[src/rtl/uart_pkg.sv]
// Definitions shared by the UART transmitter and receiver:
// the TX state encoding, the idle line level and the parity helper.
package uart_pkg;

   typedef enum logic [2:0] {
      Idle,
      Start,
      Data,
      Parity,
      Stop
   } uart_tx_state_e;

   localparam logic        IdleLevel    = 1'b1;
   localparam int unsigned MaxDataWidth = 32;

   // Callers zero-extend narrower words; the extra zero bits leave the XOR unchanged.
   function automatic logic calc_parity(input logic [MaxDataWidth-1:0] data,
                                        input logic                    odd);
      return (^data) ^ odd;
   endfunction

endpackage

[src/rtl/uart_tx.sv]
// UART transmitter: accepts a word over valid/ready and serialises it as
// start, data LSB-first, optional parity and 1-2 stop bits, one bit per baud tick.
module uart_tx
   import uart_pkg::*;
#(
   parameter int DataWidth = 8,
   parameter int ParityEn  = 0,
   parameter int ParityOdd = 0,
   parameter int StopBits  = 1
) (
   input  logic                 clk_i,
   input  logic                 rst_i,
   input  logic                 baud_clk_i,
   input  logic                 valid_i,
   input  logic [DataWidth-1:0] data_i,
   output logic                 ready_o,
   output logic                 txd_o,
   output logic                 busy_o,
   output logic                 done_o
);

   localparam int             CntW     = (DataWidth > 1) ? $clog2(DataWidth) : 1;
   localparam logic [CntW-1:0] LastBit = CntW'(DataWidth - 1);
   localparam logic           LastStop = 1'(StopBits - 1);
   localparam logic           OddBit   = (ParityOdd != 0);

   uart_tx_state_e       state_q, state_d;
   logic [DataWidth-1:0] shift_q, shift_d;
   logic [CntW-1:0]      bit_cnt_q, bit_cnt_d;
   logic                 stop_cnt_q, stop_cnt_d;
   logic                 par_q, par_d;
   logic                 txd_q, txd_d;
   logic                 done_q, done_d;

   always_ff @(posedge clk_i) begin
      if (rst_i) begin
         state_q    <= Idle;
         shift_q    <= '0;
         bit_cnt_q  <= '0;
         stop_cnt_q <= 1'b0;
         par_q      <= 1'b0;
         txd_q      <= IdleLevel;
         done_q     <= 1'b0;
      end else begin
         state_q    <= state_d;
         shift_q    <= shift_d;
         bit_cnt_q  <= bit_cnt_d;
         stop_cnt_q <= stop_cnt_d;
         par_q      <= par_d;
         txd_q      <= txd_d;
         done_q     <= done_d;
      end
   end

   always_comb begin
      state_d    = state_q;
      shift_d    = shift_q;
      bit_cnt_d  = bit_cnt_q;
      stop_cnt_d = stop_cnt_q;
      par_d      = par_q;
      txd_d      = txd_q;
      done_d     = 1'b0;

      case (state_q)
         // The baud tick is deliberately ignored in the accept cycle.
         Idle: begin
            if (valid_i) begin
               shift_d = data_i;
               par_d   = calc_parity(MaxDataWidth'(data_i), OddBit);
               state_d = Start;
            end
         end
         Start: begin
            if (baud_clk_i) begin
               txd_d      = 1'b0;
               bit_cnt_d  = '0;
               stop_cnt_d = 1'b0;
               state_d    = Data;
            end
         end
         Data: begin
            if (baud_clk_i) begin
               txd_d   = shift_q[0];
               shift_d = shift_q >> 1;
               if (bit_cnt_q == LastBit) begin
                  state_d = (ParityEn != 0) ? Parity : Stop;
               end else begin
                  bit_cnt_d = bit_cnt_q + 1'b1;
               end
            end
         end
         Parity: begin
            if (baud_clk_i) begin
               txd_d   = par_q;
               state_d = Stop;
            end
         end
         Stop: begin
            if (baud_clk_i) begin
               txd_d = IdleLevel;
               if (stop_cnt_q == LastStop) begin
                  state_d = Idle;
                  done_d  = 1'b1;
               end else begin
                  stop_cnt_d = stop_cnt_q + 1'b1;
               end
            end
         end
         default: state_d = Idle;
      endcase
   end

   assign ready_o = (state_q == Idle);
   assign busy_o  = (state_q != Idle);
   assign txd_o   = txd_q;
   assign done_o  = done_q;

endmodule

[config.mk]
export PLATFORM = sky130hd
export DESIGN_NAME = uart_tx
export DESIGN_NICKNAME = d
export VERILOG_FILES = /design/src/rtl/uart_pkg.sv /design/src/rtl/uart_tx.sv
export SDC_FILE = /design/constraint.sdc
export NUM_CORES = 1
export LEC_CHECK = 0
export CORE_MARGIN = 8
export CORE_UTILIZATION = 43
export CTS_BUF_LIST = sky130_fd_sc_hd__clkbuf_8
export DETAILED_ROUTE_END_ITERATION = 8
export PLACE_DENSITY = 0.75
export SYNTH_ARGS = -nofsm -noshare
export SYNTH_HDL_FRONTEND = slang
export SYNTH_SLANG_ARGS = --single-unit
[constraint.sdc]
create_clock -name clk_i -period 1.5 [get_ports clk_i]
set_input_delay 0.3 -clock clk_i [delete_from_list [all_inputs] [get_ports clk_i]]
set_output_delay 0.3 -clock clk_i [all_outputs]
set_load 0.02 [all_outputs]
* After elaboration in Yosys (flattened, before gate mapping)
Index checks and enable logic that the tools add are counted.
** Cells by class
- $add $sub $neg :: 2
- Multipliers :: 0
- Divide/modulo/power cells :: 0
- Order comparisons :: 0
- Equal/unequal tests :: 13
- Shift-type cells :: 0
- Multiplexer cells :: 24
- Bitwise gates (word level) :: 2
- Reductions and logical operators :: 14
** Operators with widths (number)
- 32-bit XOR reduction :: 1
- 3-bit 2-to-1 mux :: 10
- 8-bit 2-to-1 mux :: 2
- 2-bit inequality test (second input constant) :: 8
- 8-bit one-hot mux with 2 select lines :: 1
- 3-bit one-hot mux with 5 select lines :: 1
- 1-bit 2-to-1 mux :: 7
- 7-bit AND reduction :: 1
- 3-bit by 2-bit equality test with 1-bit output (second input constant) :: 2
- 3-bit equality test (second input constant) :: 2
- 3-bit one-hot mux with 2 select lines :: 1
- 3-bit AND reduction :: 2
- 2-bit nonzero test :: 3
- 5-bit AND reduction :: 1
- 1-bit one-hot mux with 4 select lines :: 1
- 4-bit AND reduction :: 1
- 4-bit nonzero test :: 1
- 3-bit by 1-bit adder with 3-bit output (second input constant) :: 1
- 3-bit by 1-bit equality test with 1-bit output (second input constant) :: 1
- 3-bit zero test :: 1
- 3-bit nonzero test :: 1
- 3-bit OR reduction :: 1
- 1-bit inverter :: 2
- 1-bit one-hot mux with 2 select lines :: 1
- other kinds (2) :: 2
** Storage, ports and cells
- Register bits after elaboration :: 18
- Bits in latches :: 0
- Memory bits (writable) :: 0
- ROM bits :: 0
- Memories :: 0

* Logic depth before layout (Yosys ltp)
Gate-level depths: netlist of run 1.
- Depth in word-level cells :: 4
- Gate-level depth with buffers :: 6
- Depth with buffers taken out :: 6

* Worst setup path after synthesis of run 1
Ideal clock, no wire load.
- Kind :: register to register
- Start point :: reg bit_cnt_q[0]
- End point :: reg bit_cnt_q[0]
- Arrival time :: 1.449 ns
- Slack :: -0.021 ns
- Stages on the path, launching flop included :: 7
- Buffers on the path :: 0
- Cell sequence :: dfxtp_1 > ha_1 > ha_1 > nor3b_2 > o21ai_1 > or3b_1 > a21oi_1
** On the way
- Word-level cells in the longest chain between the ends :: 4
- Elaborated cells on any way between the ends :: 7
- Classes of those cells :: add/sub: 1; eq/ne: 2; mux: 3; reduce/logical: 1
** RTL lines
- start, declared :: RTL line uart_tx.sv:29 : logic [CntW-1:0] bit_cnt_q, bit_cnt_d;
- start signal, assigned :: RTL line uart_tx.sv:47 : bit_cnt_q <= bit_cnt_d;
- 3-bit by 1-bit adder with 3-bit output :: RTL line uart_tx.sv:88 : bit_cnt_d = bit_cnt_q + 1'b1;
- 3-bit 2-to-1 mux :: RTL line uart_tx.sv:85 : if (bit_cnt_q == LastBit) begin
- 3-bit 2-to-1 mux :: RTL line uart_tx.sv:82 : if (baud_clk_i) begin
- 3-bit one-hot mux with 2 select lines :: RTL line uart_tx.sv:64 : case (state_q)
Several ways; a longest one is shown, not always the timed one. The select of a mux whose other input is x is not followed.
A chain may end at the register's enable or synchronous reset.

* Worst setup path after layout of run 1
Same ends and word-level chain as after synthesis.

==> flow_metrics.tcl, run 1 <==
set metrics [dict create \
    outcome "completed" \
    synthArstFlopShare 0 \
    ys_types 35 \
    post-synth-top-count-cell "sky130_fd_sc_hd__dfxtp_1" \
    critical_path_peak_fanout 3 \
    clk_transition_reported_paths_ns 0.07 \
    start_util 0.438 \
    grt_remaining_overflow 0 \
    die_width_um 62.8 \
    synth_enable_flop_cells 0 \
    p_int_mw 0.854 \
    drv_cap 0 \
    critical-path-max-stage-delay_ns 0.37 \
    largest_net_degree_at_the_start_of_global_routing 18 \
    place.port_buffers 15 \
    viasPerCell 5.25 \
    critical_path.slowest_cell "sky130_fd_sc_hd__or3b_1" \
    die_y_extent_um 62.8 \
    reg2reg_from "bit_cnt_q[0]" \
    yosys_warnings 0 \
    place_hpwl_um 1610 \
    area.sequential_um2 344 \
    report.final.setup_viol 0 \
    power.share.clock 0.292 \
    synthDominantCellAreaShare 0.362 \
    power.density_cell_area_nw_per_um2 861 \
    synth_top_cell_by_area "sky130_fd_sc_hd__dfxtp_1" \
    tritoncts_clock_tree "built" \
    ys.flop_type "sky130_fd_sc_hd__dfxtp_1" \
    cts_root_buf "sky130_fd_sc_hd__clkbuf_8" \
    list_of_most_frequent_post_synthesis_cells "sky130_fd_sc_hd__dfxtp_1 (17), sky130_fd_sc_hd__a21oi_1 (8), sky130_fd_sc_hd__nor2_1 (8)" \
    comb_power_share 0.281 \
    clock_latency_ns 0.26 \
    placementRows 17 \
    cts_hold_buffers 0 \
    synthesis.area_um2 941 \
    worstPathBufferInverterCount 0 \
    worstPathRequired_ns 1.69 \
    synth.area.top_cells "sky130_fd_sc_hd__dfxtp_1 (36%), sky130_fd_sc_hd__mux2i_1 (7.4%), sky130_fd_sc_hd__xnor2_1 (6.5%)" \
    period_share 0.995 \
    filler_cell_count 179 \
    power.switching_fraction 0.283 \
    regToRegEndpoint "bit_cnt_q[0]" \
    route.detailed.drc 0 \
    maxSlewViolCount 0 \
    area_of_the_placeable_core_um2 2150 \
    timing.hold.worst.class "reg -> reg" \
    synth.avg_cell_area_um2 9.60 \
    critical_path.most_common_cell "sky130_fd_sc_hd__ha_4" \
    routed_wirelength_um 2220 \
    mappedNetlistNets 112 \
    switching_power_total_mw 0.338 \
    cts_made_buffers 3 \
    grt_antenna_before_repair 0 \
    final-hold-violation-count 0 \
    worst_slew_pin_slew_ns 0.243 \
    critPathKind "reg -> reg" \
    total_power_mw 1.19 \
    worstRegToRegCells 6 \
    final_util 0.645 \
    timing.max_slew.rel_slack 0.836 \
    cts_htree_levels 1 \
    layout_min_cycle_time_ns 1.49 \
    drtPass1Iterations 4 \
    cp_top_family "simple AND/OR/NAND/NOR gates" \
    top_level_ports 16 \
    number_of_global_route_vias_before_repair 888 \
    diodes 0 \
    clock_tree.buffer_depth 2 \
    p_leak_nw 0.518 \
    critPathCapture "bit_cnt_q[0]" \
    wire_length_of_the_first_global_routing_pass_um 3820 \
    critPathLaunchType "flip-flop" \
    synthCells 98 \
    crit_chain "ha_4 > ha_4 > nor3b_4 > o21ai_2 > or3b_1 > a21oi_1" \
    fin_skew_ns 0.00285 \
    finish.net_count 149 \
    reg2reg_slack_ns 0.007 \
    detailroute.via_count 851 \
    area.growth.synth_to_final_pct 47.2 \
    multi_input_area_um2 603 \
    timing.critical_path.from "bit_cnt_q[0]" \
    die_area_um2 3940 \
    initialDrtViolationCount 15 \
    routedWlPerCell_um 13.7 \
    crit_path_end_kind "flip-flop" \
    drive_above_1_share 0.336 \
    postRouteAntennaNets 0 \
    fmax_ghz 0.670 \
    cp_data_arrival_time_ns 1.68 \
    p_seq_frac 0.427 \
    seq_area_frac_synth 0.362 \
    global_route.usage.total 0.118 \
    ys_seq_elements 17 \
    vdd_drop_max_uv 649 \
    globalplace.congestion 0.833 \
    cp_num_cells 6 \
    rsz_0062_raised_after_global_routing "yes" \
    cts_num_sinks 17 \
]
worst reg2reg max path, cell delays in order (launching register included):
cell and delay, ns:
sky130_fd_sc_hd__dfxtp_2 0.34, sky130_fd_sc_hd__ha_4 0.16, sky130_fd_sc_hd__ha_4 0.16, sky130_fd_sc_hd__nor3b_4 0.19
sky130_fd_sc_hd__o21ai_2 0.08, sky130_fd_sc_hd__or3b_1 0.37, sky130_fd_sc_hd__a21oi_1 0.12
how the worst min path moves through the flow:
stage                             from      endpoint  slack [ns]  cells after the start
after global routing      bit_cnt_q[1]  bit_cnt_q[1]        0.50                      2
after CTS                 bit_cnt_q[1]  bit_cnt_q[1]        0.48                      2
final                     bit_cnt_q[1]  bit_cnt_q[1]        0.49                      2
after floorplan                valid_i         par_q        0.41                      1
after global placement      shift_q[7]    shift_q[7]        0.46                      2
after detailed placement  bit_cnt_q[0]  bit_cnt_q[0]        0.47                      2
registers in the layout (all words and copies together), names as in the netlist:
signal / flops
txd_o: 1
shift_q: 8
state_q: 3
par_q: 1
done_o: 1
bit_cnt_q: 3
stage by stage:
step	hold slack [ns]	worst slack [ns]	cell area [um^2]	setup TNS (ns)	cells
floorplan	0.410	-0.0148	978	-0.0148	98
global placement	0.461	-0.196	1270	-1.51	154
detailed placement	0.474	-0.229	1270	-1.93	154
CTS	0.484	0.00182	1350	0	162
global route	0.496	-0.0434	1390	-0.144	162
finish	0.485	0.00735	1390	0	162
cell type report:
| cell class | instances | area share |
|---|---|---|
| tap | 28 | 0.0253 |
| inverter | 1 | 0.00271 |
| clock buffer | 3 | 0.0298 |
| sequential | 17 | 0.248 |
| clock inverter | 1 | 0.00271 |
| timing repair buffer | 40 | 0.256 |
| multi-input combinational | 72 | 0.435 |
power by group through the flow:
stage	combinational, mW	sequential (mW)	clock (mW)
floorplan	0.182	0.515	0
global placement	0.303	0.513	0
detailed placement	0.312	0.514	0
CTS	0.324	0.504	0.359
global route	0.364	0.512	0.370
finish	0.335	0.509	0.348
kinds of logic (layout without fill, tap and decap cells):
logic type      Yosys count  after routing  synth area share
flops                    17             17             0.362
buf+inv                   9             45            0.0691
simple gates             30             30             0.188
mux                       8              8            0.0864
xor+xnor                  7              7            0.0652
fa+ha+maj                 2              2            0.0266
compound gates           25             25             0.203
repair_timing:
item / 4_1_cts / 5_1_grt
pin swaps: 5 / 1
buffers inserted: 4 / 0
gates resized for setup: 4 / 7
gates cloned: 0 / 0
setup endpoints to repair: 6 / 9
per-layer routing:
metal / track usage / share of wire / routed length [um]
met5: 0 / 0 / 0
met4: 0.0427 / 0.0072 / 16
met3: 0.0502 / 0.052 / 115
met2: 0.221 / 0.55 / 1220
met1: 0.110 / 0.39 / 865
cells in the final DEF, fill, tap and decap left out, drive strengths merged:
| master | count |
|---|---|
| nor3 | 4 |
| o211ai | 1 |
| dlygate4sd2 | 3 |
| o2111ai | 2 |
| buf | 25 |
| nor2b | 3 |
| or3 | 1 |
| nor4 | 1 |
| clkdlybuf4s50 | 12 |
| mux2 | 1 |
| o21bai | 1 |
| mux2i | 7 |
| or3b | 1 |
| nand3 | 2 |
| ha | 2 |
| clkbuf | 3 |
| a22oi | 1 |
| nor2 | 8 |
| nand2b | 2 |
| o21ai | 3 |
| dfxtp | 17 |
| nand2 | 5 |
| a21oi | 8 |
| a211oi | 8 |
| inv | 2 |
| nor3b | 3 |
| a311oi | 1 |
| xnor2 | 7 |
Power figures use the tool's default switching activity.
==> inputs of run 2 (changes only) <==
--- a/config.mk
+++ b/config.mk
@@ -5,7 +5,7 @@
 export SDC_FILE = /design/constraint.sdc
 export NUM_CORES = 1
 export LEC_CHECK = 0
-export CORE_MARGIN = 8
+export CORE_MARGIN = 2
 export CORE_UTILIZATION = 43
 export CTS_BUF_LIST = sky130_fd_sc_hd__clkbuf_8
 export DETAILED_ROUTE_END_ITERATION = 8
==> run 2 against run 1 <==
Effect of this change: total power up 1.1%; sequential power barely moved; utilization increased by 7.4 points; setup slack improved by 0.0035 ns; global-route usage grew 6.7 points; non-clock buffer count rose by 6; critical path depth stayed put; clock skew is essentially flat; first-iteration DRC count shrank 47%; cell count rose by 3.1%.
==> flow_metrics.tcl, run 2 (same netlist as run 1, synthesis figures left out) <==
set metrics [dict create \
    drtPass1Iterations 4 \
    fin_cells 167 \
    finish.net_count 155 \
    drive_above_1_share 0.400 \
    final-hold-violation-count 0 \
    grt_antenna_before_repair 0 \
    globalplace.congestion 0.849 \
    hold_depth 3 \
    total_power_mw 1.20 \
    route.detailed.drc 0 \
    p_leak_nw 0.571 \
    cts_made_buffers 3 \
    gr-usage-met2 0.346 \
    top_level_ports 16 \
    die_area_um2 2580 \
    power.density_cell_area_nw_per_um2 829 \
    clock_latency_ns 0.25 \
    clock_tree.buffer_depth 2 \
    maxSlewViolCount 0 \
    routed_wirelength_um 2110 \
    layout_min_cycle_time_ns 1.49 \
    cp_data_arrival_time_ns 1.67 \
    critical_path_peak_fanout 2 \
    globalRoute.busiestLayer "met2" \
    grt_remaining_overflow 0 \
    start_util 0.465 \
    period_share 0.993 \
    worstPathRequired_ns 1.69 \
    critPathLaunchType "flip-flop" \
    cts_num_sinks 17 \
    viasPerCell 5.26 \
    regToRegEndpoint "bit_cnt_q[0]" \
    largest_reg_flops 8 \
    report.final.setup_viol 0 \
    cts_hold_buffers 0 \
    dp.cells 155 \
    fin_skew_ns 0.00270 \
    largest_net_degree_at_the_start_of_global_routing 18 \
    reg.largest.list "shift_q (8), bit_cnt_q (3), state_q (3)" \
    cts_htree_levels 1 \
    critical-path-max-stage-delay_ns 0.37 \
    layout_common_cells "sky130_fd_sc_hd__buf_4 (26), sky130_fd_sc_hd__dfxtp_1 (14), sky130_fd_sc_hd__clkdlybuf4s50_1 (10)" \
    clk_transition_reported_paths_ns 0.06 \
    hold_start "valid_i" \
    place_hpwl_um 1530 \
    crit_chain "ha_4 > ha_4 > nor3b_4 > o21ai_2 > or3b_1 > a21oi_2" \
    worstRegToRegCells 6 \
    timing.max_slew.rel_slack 0.824 \
    diodes 0 \
    grt_use_met3 0.0417 \
    area.growth.synth_to_final_pct 54.5 \
    final_util 0.719 \
    outcome "completed" \
    postRouteAntennaNets 0 \
    rsz_0062_raised_after_global_routing "yes" \
    initialDrtViolationCount 8 \
    reg2reg_from "bit_cnt_q[1]" \
    reg2reg_slack_ns 0.01 \
    hold-worst-slack_ns 0.474 \
    die_y_extent_um 50.8 \
    wire_length_of_the_first_global_routing_pass_um 3610 \
    number_of_global_route_vias_before_repair 871 \
    global_route.usage.total 0.185 \
    drv_cap 0 \
    crit_path_end_kind "flip-flop" \
    tritoncts_clock_tree "built" \
    timing.hold.worst.class "in -> reg" \
    die_width_um 50.8 \
    place.port_buffers 15 \
    critPathKind "reg -> reg" \
    detailroute.via_count 878 \
    area_of_the_placeable_core_um2 2020 \
    top_register "shift_q" \
    cts_root_buf "sky130_fd_sc_hd__clkbuf_8" \
    fmax_ghz 0.672 \
    vdd_drop_max_uv 572 \
    holdPathEnd "par_q" \
    grt_util_met1 0.193 \
    routedWlPerCell_um 12.6 \
    worst_slew_pin_slew_ns 0.261 \
    leading_cell_type_in_the_layout_fill_and_taps_excluded "sky130_fd_sc_hd__buf_4" \
    critical_path.slowest_cell "sky130_fd_sc_hd__or3b_1" \
    critical_path.most_common_cell "sky130_fd_sc_hd__ha_4" \
    placementRows 16 \
]
run 2: cell count changes in the layout (fill, tap and decap cells not counted), sizes merged:
cell / previous run / this run
dlygate4sd2: 3 / 2
buf: 25 / 31
clkbuf: 3 / 5
clkdlybuf4s50: 12 / 10
dlymetal6s2s: 0 / 1
run 2: worst max-delay path by stage:
stage	from	endpoint	slack (ns)
after floorplan	bit_cnt_q[0]	bit_cnt_q[0]	-0.01
after CTS	state_q[2]	busy_o	0.01
after global routing	bit_cnt_q[1]	bit_cnt_q[0]	-0.04
after global placement	baud_clk_i	bit_cnt_q[0]	-0.24
final	bit_cnt_q[1]	bit_cnt_q[0]	0.01
after detailed placement	baud_clk_i	bit_cnt_q[0]	-0.31
run 2: timing repair:
item	4_1_cts	5_1_grt
pin swaps	5	5
buffers inserted	2	6
endpoints found under the setup margin	6	11
gates resized for setup	5	18
run 2: final cells by class:
class	instances	area [um^2]
timing repair buffer	46	425
fill	156	568
clock inverter	1	3.75
tap	27	33.8
inverter	1	3.75
clock buffer	3	41.3
multi-input combinational	72	599
sequential	17	347
run 2: critical path: cells and delay by family, from the launching register on:
kind | cells | cell delay, ns
simple gates | 2 | 0.56
flops | 1 | 0.34
fa+ha+maj | 2 | 0.32
compound gates | 2 | 0.20
run 2: power breakdown:
part | switching [mW] | total (mW) | internal (mW) | leakage (nW)
registers | 0.0216 | 0.506 | 0.485 | 0.141
clock network | 0.150 | 0.332 | 0.182 | 0.0269
logic | 0.156 | 0.366 | 0.210 | 0.402
run 2: per-stage QoR:
stage / worst slack (ns) / cell area [um^2] / setup TNS [ns]
after CTS: 0.0102 / 1360 / 0
after global routing: -0.0419 / 1450 / -0.0691
after floorplan: -0.0148 / 978 / -0.0148
after detailed placement: -0.313 / 1300 / -2.63
final: 0.0109 / 1450 / 0
after global placement: -0.243 / 1300 / -2.02
run 2: routing by layer:
| metal | wire length, um | share of wire |
|---|---|---|
| met1 | 863 | 0.41 |
| met2 | 1120 | 0.53 |
| met3 | 80 | 0.038 |
| met4 | 42 | 0.020 |
| met5 | 0 | 0 |
==> inputs of run 3 (changes only) <==
--- a/config.mk
+++ b/config.mk
@@ -5,11 +5,13 @@
 export SDC_FILE = /design/constraint.sdc
 export NUM_CORES = 1
 export LEC_CHECK = 0
+export CAP_MARGIN = 20
 export CORE_MARGIN = 2
-export CORE_UTILIZATION = 43
+export CORE_UTILIZATION = 40
 export CTS_BUF_LIST = sky130_fd_sc_hd__clkbuf_8
+export CTS_CLUSTER_DIAMETER = 200
 export DETAILED_ROUTE_END_ITERATION = 8
-export PLACE_DENSITY = 0.75
+export PLACE_DENSITY = 0.71
 export SYNTH_ARGS = -nofsm -noshare
 export SYNTH_HDL_FRONTEND = slang
 export SYNTH_SLANG_ARGS = --single-unit
==> run 3 against run 2 <==
Effect of this change: critical path depth unchanged; largest cell class unchanged; flip-flop and latch count stayed put; register-to-register slack hardly changed; clock power increased by 2%; largest power group unchanged; wire length shrank 8.0%; via count is 8.9% lower; first-iteration DRC count down 25%; cell count fell by 5.4%.
==> flow_metrics.tcl, run 3 (same netlist as run 1, synthesis figures left out) <==
set metrics [dict create \
    outcome "completed" \
    p_int_mw 0.834 \
    cp_data_arrival_time_ns 1.67 \
    number_of_global_route_vias_before_repair 768 \
    layout_min_cycle_time_ns 1.48 \
    reg2reg_slack_ns 0.02 \
    timing.hold.worst.class "reg -> reg" \
    comb_power_share 0.267 \
    leading_cell_type_in_the_layout_fill_and_taps_excluded "sky130_fd_sc_hd__buf_4" \
    final-hold-violation-count 0 \
    detailed_place.area_um2 1260 \
    switching_power_total_mw 0.319 \
    rsz_0062_raised_after_global_routing "yes" \
    area_of_the_placeable_core_um2 2210 \
    cts_num_sinks 17 \
    place.port_buffers 15 \
    maxSlewViolCount 0 \
    layout_common_cells "sky130_fd_sc_hd__buf_4 (18), sky130_fd_sc_hd__dfxtp_1 (14), sky130_fd_sc_hd__clkdlybuf4s50_1 (10)" \
    fin_skew_ns 0.00125 \
    crit_path_end_kind "flip-flop" \
    routed_wirelength_um 1940 \
    report.final.setup_viol 0 \
    drtPass1Iterations 3 \
    p_seq_frac 0.437 \
    wire_length_of_the_first_global_routing_pass_um 3330 \
    clock_tree.buffer_depth 2 \
    start_util 0.425 \
    initialDrtViolationCount 6 \
    largest_net_degree_at_the_start_of_global_routing 16 \
    cts_root_buf "sky130_fd_sc_hd__clkbuf_8" \
    p_leak_nw 0.512 \
    clk_transition_reported_paths_ns 0.07 \
    timing.max_slew.rel_slack 0.826 \
    power.share.clock 0.295 \
    final_area_um2 1330 \
    reg.largest.list "shift_q (8), bit_cnt_q (3), state_q (3)" \
    route.detailed.drc 0 \
    critical_path_peak_fanout 2 \
    clock_latency_ns 0.25 \
    area.growth.synth_to_final_pct 41.6 \
    die_width_um 52.5 \
    detailroute.via_count 800 \
    die_y_extent_um 52.5 \
    viasPerCell 5.06 \
    power.density_cell_area_nw_per_um2 866 \
    hold-worst-slack_ns 0.467 \
    finish.net_count 145 \
    global_route.usage.total 0.166 \
    largest_reg_flops 8 \
    placementRows 17 \
    die_area_um2 2760 \
    globalplace.congestion 0.825 \
    postRouteAntennaNets 0 \
    place_hpwl_um 1460 \
    critPathKind "reg -> reg" \
    worstPathRequired_ns 1.68 \
    top_register "shift_q" \
    cts_made_buffers 3 \
    worst_slew_pin_slew_ns 0.258 \
    vdd_drop_max_uv 749 \
    tritoncts_clock_tree "built" \
    cts_hold_buffers 0 \
    grt_antenna_before_repair 0 \
    cts_htree_levels 1 \
    filler_cell_count 214 \
    grt_remaining_overflow 0 \
    diodes 0 \
    fmax_ghz 0.674 \
    period_share 0.990 \
    drive_above_1_share 0.331 \
    routedWlPerCell_um 12.3 \
    power.switching_fraction 0.277 \
    critPathLaunchType "flip-flop" \
    top_level_ports 16 \
    drv_cap 0 \
]
## run 3: cell types whose count changed in the layout (fill, tap and decap cells not counted), sizes merged
cell  change
buf      -10
## run 3: cell type report
class / instances / area, um^2 / share of cell area
clock buffers: 3 / 41.3 / 0.0310
clock inverters: 1 / 3.75 / 0.00282
inverters: 1 / 3.75 / 0.00282
multi-input cells: 72 / 587 / 0.440
flip-flops and latches: 17 / 344 / 0.258
well taps: 28 / 35.0 / 0.0263
repair buffers: 36 / 318 / 0.238
## run 3: per-layer routing
| layer | track usage | vias up | part of all wire |
|---|---|---|---|
| li1 | - | 417 | - |
| met1 | 0.184 | 364 | 0.44 |
| met2 | 0.294 | 15 | 0.51 |
| met3 | 0.0600 | 4 | 0.044 |
| met4 | 0.0513 | 0 | 0.0083 |
| met5 | 0 | - | 0 |
## run 3: final timing paths
| path | startpoint | to | cells past startpoint |
|---|---|---|---|
| setup reg to reg | bit_cnt_q[1] | bit_cnt_q[0] | 6 |
| hold reg to reg | shift_q[7] | shift_q[7] | 2 |
| hold / removal | shift_q[7] | shift_q[7] | 2 |
| setup / recovery | bit_cnt_q[1] | bit_cnt_q[0] | 6 |
## run 3: metrics by stage
step                setup slack (ns)  total power, mW  cells  setup TNS [ns]  utilization
CTS                          0.00523             1.16    158               0        0.598
floorplan                    -0.0148            0.697     98         -0.0148            -
finish                        0.0155             1.15    158               0        0.602
global route                 -0.0248             1.22    158         -0.0248        0.602
detailed placement            -0.300            0.819    153           -2.53        0.572
global placement              -0.246            0.812    153           -2.09        0.572
## run 3: power groups by stage
stage          clock [mW]  sequential [mW]  combinational, mW
2_1_floorplan           0            0.515              0.182
3_3_place_gp            0            0.513              0.299
3_5_place_dp            0            0.514              0.305
4_1_cts             0.352            0.504              0.307
5_1_grt             0.380            0.509              0.334
6_report            0.340            0.505              0.308
## run 3: what timing repair did
item | CTS | global route
setup endpoints to repair | 6 | 11
pin swaps | 4 | 2
hold endpoints to repair | 0 | 0
buffers inserted | 1 | 0
resized for setup | 6 | 9
## run 3: worst max-delay path: stages (launching register included)
cell	delay [ns]
sky130_fd_sc_hd__dfxtp_2	0.34
sky130_fd_sc_hd__ha_4	0.16
sky130_fd_sc_hd__ha_4	0.16
sky130_fd_sc_hd__nor3b_4	0.19
sky130_fd_sc_hd__o21ai_2	0.07
sky130_fd_sc_hd__or3b_1	0.37
sky130_fd_sc_hd__a21oi_1	0.12
